$ cat src/rtl/accumulator_dump_if.sv
// accumulator_dump_if: sample-in / window-sum-out handshake bundle for accumulator_dump.
interface accumulator_dump_if #(
    parameter int IN_WIDTH  = 16,
    parameter int ACC_WIDTH = 24
) ();
    logic [IN_WIDTH-1:0]  in_data;
    logic                 in_valid;
    logic                 in_ready;
    logic                 clear;
    logic [ACC_WIDTH-1:0] out_data;
    logic                 out_valid;
    logic                 out_ready;
    logic                 out_overflow;

    modport master (
        output in_data, in_valid, clear, out_ready,
        input  in_ready, out_data, out_valid, out_overflow
    );

    modport slave (
        input  in_data, in_valid, clear, out_ready,
        output in_ready, out_data, out_valid, out_overflow
    );
endinterface

$ cat src/rtl/accumulator_dump.sv
// accumulator_dump: integrate-and-dump of SAMPLES words with wrap/saturate and overflow flag.
// Optional ACCUMULATOR_DUMP_PEEK_EN exposes the partial acc and count as outputs.
module accumulator_dump #(
    parameter int IN_WIDTH  = 16,
    parameter int ACC_WIDTH = 24,
    parameter int SAMPLES   = 4,
    parameter int SATURATE  = 0
) (
    input logic clk,
    input logic reset,
    accumulator_dump_if.slave bus
`ifdef ACCUMULATOR_DUMP_PEEK_EN
    ,
    output logic [ACC_WIDTH-1:0]            acc_peek,
    output logic [$clog2(SAMPLES+1)-1:0]    count_peek
`endif
);
    localparam int CW = $clog2(SAMPLES + 1);

    typedef enum logic {ACCUM, HOLD} state_t;

    state_t               state_q, state_d;
    logic [ACC_WIDTH-1:0] acc_q, acc_d, out_data_q, out_data_d;
    logic [CW-1:0]        count_q, count_d;
    logic                 ovf_q, ovf_d, out_valid_q, out_valid_d, out_ovf_q, out_ovf_d;
    logic [ACC_WIDTH:0]   sum;
    logic [ACC_WIDTH-1:0] f;
    logic                 carry, accept, dump, take, in_ready;

    always_ff @(posedge clk) begin
        if (reset) begin
            state_q     <= ACCUM;
            acc_q       <= '0;
            count_q     <= '0;
            ovf_q       <= 1'b0;
            out_data_q  <= '0;
            out_valid_q <= 1'b0;
            out_ovf_q   <= 1'b0;
        end else begin
            state_q     <= state_d;
            acc_q       <= acc_d;
            count_q     <= count_d;
            ovf_q       <= ovf_d;
            out_data_q  <= out_data_d;
            out_valid_q <= out_valid_d;
            out_ovf_q   <= out_ovf_d;
        end
    end

    always_comb begin
        state_d = state_q;
        if (state_q == ACCUM && dump)
            state_d = HOLD;
        else if (state_q == HOLD && take)
            state_d = ACCUM;
    end

    always_comb begin
        in_ready = (state_q == ACCUM) && !bus.clear && !reset;
    end

    // Carry is bit ACC_WIDTH of the widened add; a saturated acc stays at all-ones.
    always_comb begin
        sum         = {1'b0, acc_q} + (ACC_WIDTH + 1)'(bus.in_data);
        carry       = sum[ACC_WIDTH];
        f           = (SATURATE != 0 && carry) ? '1 : sum[ACC_WIDTH-1:0];
        accept      = bus.in_valid && in_ready;
        dump        = accept && (count_q == CW'(SAMPLES - 1));
        take        = out_valid_q && bus.out_ready;
        acc_d       = (bus.clear || dump) ? '0 : accept ? f : acc_q;
        count_d     = (bus.clear || dump) ? '0 : accept ? count_q + CW'(1) : count_q;
        ovf_d       = (bus.clear || dump) ? 1'b0 : accept ? (ovf_q | carry) : ovf_q;
        out_data_d  = dump ? f : out_data_q;
        out_valid_d = dump ? 1'b1 : take ? 1'b0 : out_valid_q;
        out_ovf_d   = dump ? (ovf_q | carry) : take ? 1'b0 : out_ovf_q;
    end

    assign bus.in_ready     = in_ready;
    assign bus.out_data     = out_data_q;
    assign bus.out_valid    = out_valid_q;
    assign bus.out_overflow = out_ovf_q;

`ifdef ACCUMULATOR_DUMP_PEEK_EN
    assign acc_peek   = acc_q;
    assign count_peek = count_q;
`endif
endmodule

$ cat src/flat_wrapper.sv
// flat-port wrapper written by rule: the top's interface ports become plain ports
module accumulator_dump_flat 
#(
    parameter int IN_WIDTH  = 16,
    parameter int ACC_WIDTH = 24,
    parameter int SAMPLES   = 4,
    parameter int SATURATE  = 0
)
  (clk, reset, bus_in_data, bus_in_valid, bus_clear, bus_out_ready, bus_in_ready, bus_out_data, bus_out_valid, bus_out_overflow);
  accumulator_dump_if #(.IN_WIDTH(IN_WIDTH), .ACC_WIDTH(ACC_WIDTH)) bus_i ();
  input logic clk;
  input logic reset;
  input wire logic [$bits(bus_i.in_data)-1:0] bus_in_data;
  input wire logic [$bits(bus_i.in_valid)-1:0] bus_in_valid;
  input wire logic [$bits(bus_i.clear)-1:0] bus_clear;
  input wire logic [$bits(bus_i.out_ready)-1:0] bus_out_ready;
  output wire logic [$bits(bus_i.in_ready)-1:0] bus_in_ready;
  output wire logic [$bits(bus_i.out_data)-1:0] bus_out_data;
  output wire logic [$bits(bus_i.out_valid)-1:0] bus_out_valid;
  output wire logic [$bits(bus_i.out_overflow)-1:0] bus_out_overflow;
  assign bus_i.in_data = bus_in_data;
  assign bus_i.in_valid = bus_in_valid;
  assign bus_i.clear = bus_clear;
  assign bus_i.out_ready = bus_out_ready;
  assign bus_in_ready = bus_i.in_ready;
  assign bus_out_data = bus_i.out_data;
  assign bus_out_valid = bus_i.out_valid;
  assign bus_out_overflow = bus_i.out_overflow;
  accumulator_dump #(.IN_WIDTH(IN_WIDTH), .ACC_WIDTH(ACC_WIDTH), .SAMPLES(SAMPLES), .SATURATE(SATURATE)) u_core (.clk(clk), .reset(reset), .bus(bus_i));
endmodule
$ cat config.mk
export PLATFORM = sky130hd
export DESIGN_NAME = accumulator_dump_flat
export DESIGN_NICKNAME = d
export VERILOG_FILES = /design/src/rtl/accumulator_dump_if.sv /design/src/rtl/accumulator_dump.sv /design/src/flat_wrapper.sv
export SDC_FILE = /design/constraint.sdc
export NUM_CORES = 1
export LEC_CHECK = 0
export ABC_CLOCK_PERIOD_IN_PS = 3400
export CORE_MARGIN = 2
export CORE_UTILIZATION = 52
export DETAILED_ROUTE_END_ITERATION = 12
export GPL_TIMING_DRIVEN = 1
export PLACE_DENSITY = 0.79
export SYNTH_ARGS = -nofsm -noshare
export SYNTH_HDL_FRONTEND = slang
export SYNTH_SLANG_ARGS = --single-unit
$ cat constraint.sdc
create_clock -name clk -period 3.4 [get_ports clk]
set_input_delay 0.51 -clock clk [delete_from_list [all_inputs] [get_ports clk]]
set_output_delay 0.51 -clock clk [all_outputs]
set_load 0.02 [all_outputs]
==> impl_metrics.py <==
metrics = {
    "status": {
        "outcome": "finished, final reports clean",
    },
    "sta": {
        "maxSlewViolCount": 0,
        "whs_ns": 0.458,
        "fin_crit_sh_pct": 87.1,
        "tightest_slew_ns": 0.710,
        "fin_skew_ns": 0.00777,
        "rsz0062_at_grt": "no",
        "setup_ws_ns": 0.437,
        "final.setup.tns_ns": 0,
        "max_freq_ghz": 0.337,
        "setup_viol": 0,
        "hold_viol": 0,
        "fin_crit_ns": 2.96,
        "max_slew_margin_pct": 52.5,
    },
    "min_path": {
        "hp-class": "reg2reg",
        "min_from": "u_core.bus.out_data[1]",
    },
    "place": {
        "place_ws_ns": 0.140,
        "numPortBuffers": 47,
        "hpwl_mm": 5.58,
        "place_area_um2": 3560,
        "gp_congestion": 0.914,
    },
    "clock_network": {
        "clkTransAtPathRegs_ns": 0.11,
        "cts_setup_buffers": 0,
        "clock_latency_ns": 0.32,
        "htree_levels": 2,
        "cts_buffer_depth": 2,
        "cts_tree": "yes",
        "cts_buffers": 5,
        "root_buffer": "clkbuf_8",
        "cts.sinks": 55,
        "cts_hold_buffers": 0,
        "cts_resized": 0,
    },
    "pwr": {
        "sw_frac_of_total_pct": 26.9,
        "power_density_nw_per_um2": 321,
        "seqPwrFrac_pct": 55.4,
        "p_sw_w": 0.000316,
        "internal_power_w": 0.000857,
        "p_clk_share_pct": 33.0,
        "peakVddDrop_uv": 176,
        "p_leak_nw": 1.36,
        "comb_power_share_pct": 11.6,
    },
    "worst_setup_path": {
        "critPathLaunchType": "input port",
        "path_buf_inv": 1,
        "worst_path_largest_cell_delay_ns": 0.43,
        "critPathMaxFanout": 4,
        "r2r-start": "u_core.acc_q[0]",
        "critPathLaunch": "bus_in_data[0]",
        "critical-path-top-delay-family": "compound AO/OA/AOI/OAI gates",
        "crit_arrival_ns": 3.16,
        "crit_type": "in2reg",
        "cpMaxStageDelayCell": "fa_1",
        "crit_chain": "clkdlybuf4s50_1 -> ha_1 -> fa_1 -> a211oi_1 -> nor2_1 -> o31a_2 -> o21a_1 -> a31oi_1 -> xor2_1 -> o21ai_0",
        "end_kind": "flop",
        "required_ns": 3.59,
    },
    "route": {
        "vias": 2794,
        "ant_nets": 0,
        "drt-initial-drc-count": 179,
        "vias_per_cell": 5.82,
        "drc": 0,
        "drt-wirelength-per-cell_um": 15.8,
        "routed_wirelength_mm": 7.57,
        "first_pass_iters": 5,
    },
    "yosys": {
        "synth_top_area_cell": "dfxtp_1",
        "synth-xor-area-share_pct": 7.28,
        "synth_adder_area_share_pct": 8.15,
        "synth_compound_area_share_pct": 26.3,
        "synth.cell_area_um2": 3010,
        "synth_top_area_share_pct": 36.6,
        "synth_mux_area_share_pct": 0.333,
        "yosys.area_share.simple_pct": 18.3,
        "post_synth.cell_area_avg_um2": 8.31,
        "ys_ff_latch": 55,
        "synth_fp_nets": 402,
        "yosysWarnings": 0,
        "synth_edf_count": 0,
        "async_flop_share_pct": 0,
        "synth_top_family_by_area": "compound AO/OA/AOI/OAI gates",
        "synth_area_leaders": "dfxtp_1 (37%), ha_1 (7.5%), a21oi_1 (7.3%)",
        "synthFlopType": "dfxtp_1",
        "synth.most_common_cell": "dfxtp_1",
        "ys_seq_area_share_pct": 36.6,
        "synth_common_cells": "dfxtp_1 (55), nand2_1 (50), a21oi_1 (44)",
        "ys_types": 54,
        "netlist_instances": 362,
    },
    "finish": {
        "num_antenna_cells": 0,
        "fin_util_pct": 66.0,
        "design_area_um2": 3660,
        "fillers": 494,
        "layout-drive-gt1-share_pct": 6.37,
        "nets": 447,
        "syn_to_final_growth_pct": 21.5,
    },
    "floorplan": {
        "ios": 48,
        "die_height_um": 80.1,
        "core_um2": 5540,
        "row_count": 27,
        "die_width_um": 80.1,
        "die_area_um2": 6410,
        "initial_core_util_pct": 54.3,
    },
    "global_routing": {
        "grt_max_degree": 28,
        "grt_pass1_wl_mm": 12.7,
        "antenna_found_initial": 0,
        "overflow": 0,
        "track_usage_pct": 25.3,
        "grt_pass1_vias": 2680,
    },
    "run": {
        "drv_cap": 0,
    },
}
[metrics by stage]
stage / power [W] / std cells
4_1_cts: 0.00118 / 480
3_3_place_gp: 0.000795 / 472
2_1_floorplan: 0.000746 / 362
5_1_grt: 0.00123 / 480
3_5_place_dp: 0.000798 / 472
6_report: 0.00117 / 480
[cell usage in the layout, fill, tap and decap left out, types with 2 or more instances in the layout]
cell type        netlist  final
dfxtp_1               55     55
nand2_1               50     50
clkdlybuf4s50_1        0     47
a21oi_1               44     44
nor2_1                25     25
o21ai_0               18     18
ha_1                  18     18
xnor2_1               15     15
a211oi_1              13     13
nand3_1               11     11
xor2_1                10     10
a21o_1                 9      9
buf_4                  0      9
nor3_1                 6      6
o211ai_1               6      6
o21ai_1                6      6
and3_1                 5      5
o21a_1                 5      5
clkbuf_8               0      5
inv_1                  4      4
nand2b_1               3      3
a31oi_1                3      3
nor2b_1                2      2
a31o_2                 2      2
o31ai_1                2      2
nand3b_1               2      2
nand4_1                2      2
nor4_1                 2      2
and2_1                 2      2
[final timing paths]
check                       endpoint  slack (ns)  cells past startpoint
min           u_core.bus.out_data[1]        0.46                      2
max reg2reg  u_core.bus.out_data[14]        0.73                      9
max          u_core.bus.out_data[14]        0.44                     10
min reg2reg   u_core.bus.out_data[1]        0.46                      2
[per-layer routing]
| layer | share of wire, % | up-vias | GRT usage (%) | wire (µm) |
|---|---|---|---|---|
| li1 | - | 1398 | - | - |
| met1 | 46 | 1294 | 34.0 | 3480 |
| met2 | 47 | 92 | 41.7 | 3520 |
| met3 | 6.1 | 10 | 4.83 | 465 |
| met4 | 1.3 | 0 | 6.95 | 100 |
| met5 | 0 | - | 0 | 0 |
[tightest hold or removal path: cells and delay by family, from the launching register on]
family           cells  cell delay [ns]
AND/OR/NAND/NOR      1             0.05
flip-flops           1             0.32
AO/OA/AOI/OAI        1             0.05
[flip-flops by register name (all words and copies together) (netlist names)]
name	flops
u_core.count_q	3
u_core.bus.out_valid	1
u_core.ovf_q	1
u_core.bus.out_data	24
u_core.bus.out_overflow	1
u_core.acc_q	24
u_core.state_q	1
[cells by family after synthesis]
kind of cell | after synthesis
AO/OA/AOI/OAI | 121
AND/OR/NAND/NOR | 119
flip-flops | 55
XOR/XNOR | 25
buffers and inverters | 22
adder cells (fa/ha/maj) | 19
multiplexers | 1
[area by class of cell]
cell class / count / area [µm²] / area share, %
clock buffer: 5 / 68.8 / 1.88
clock inverter: 3 / 27.5 / 0.753
inverter: 4 / 15.0 / 0.411
timing repair buffer: 56 / 538 / 14.7
tap: 72 / 90.1 / 2.46
multi-input combinational: 285 / 1820 / 49.7
sequential: 55 / 1100 / 30.1
[power by group through the flow]
stage                      logic, W  registers, W  clock network [W]
final                      0.000136      0.000650           0.000388
after global routing       0.000148      0.000651           0.000428
after CTS                  0.000135      0.000650           0.000396
after detailed placement   0.000134      0.000665                  0
after global placement     0.000131      0.000665                  0
after floorplan           0.0000824      0.000664                  0
Note: power is estimated with default switching activity, not from simulation.
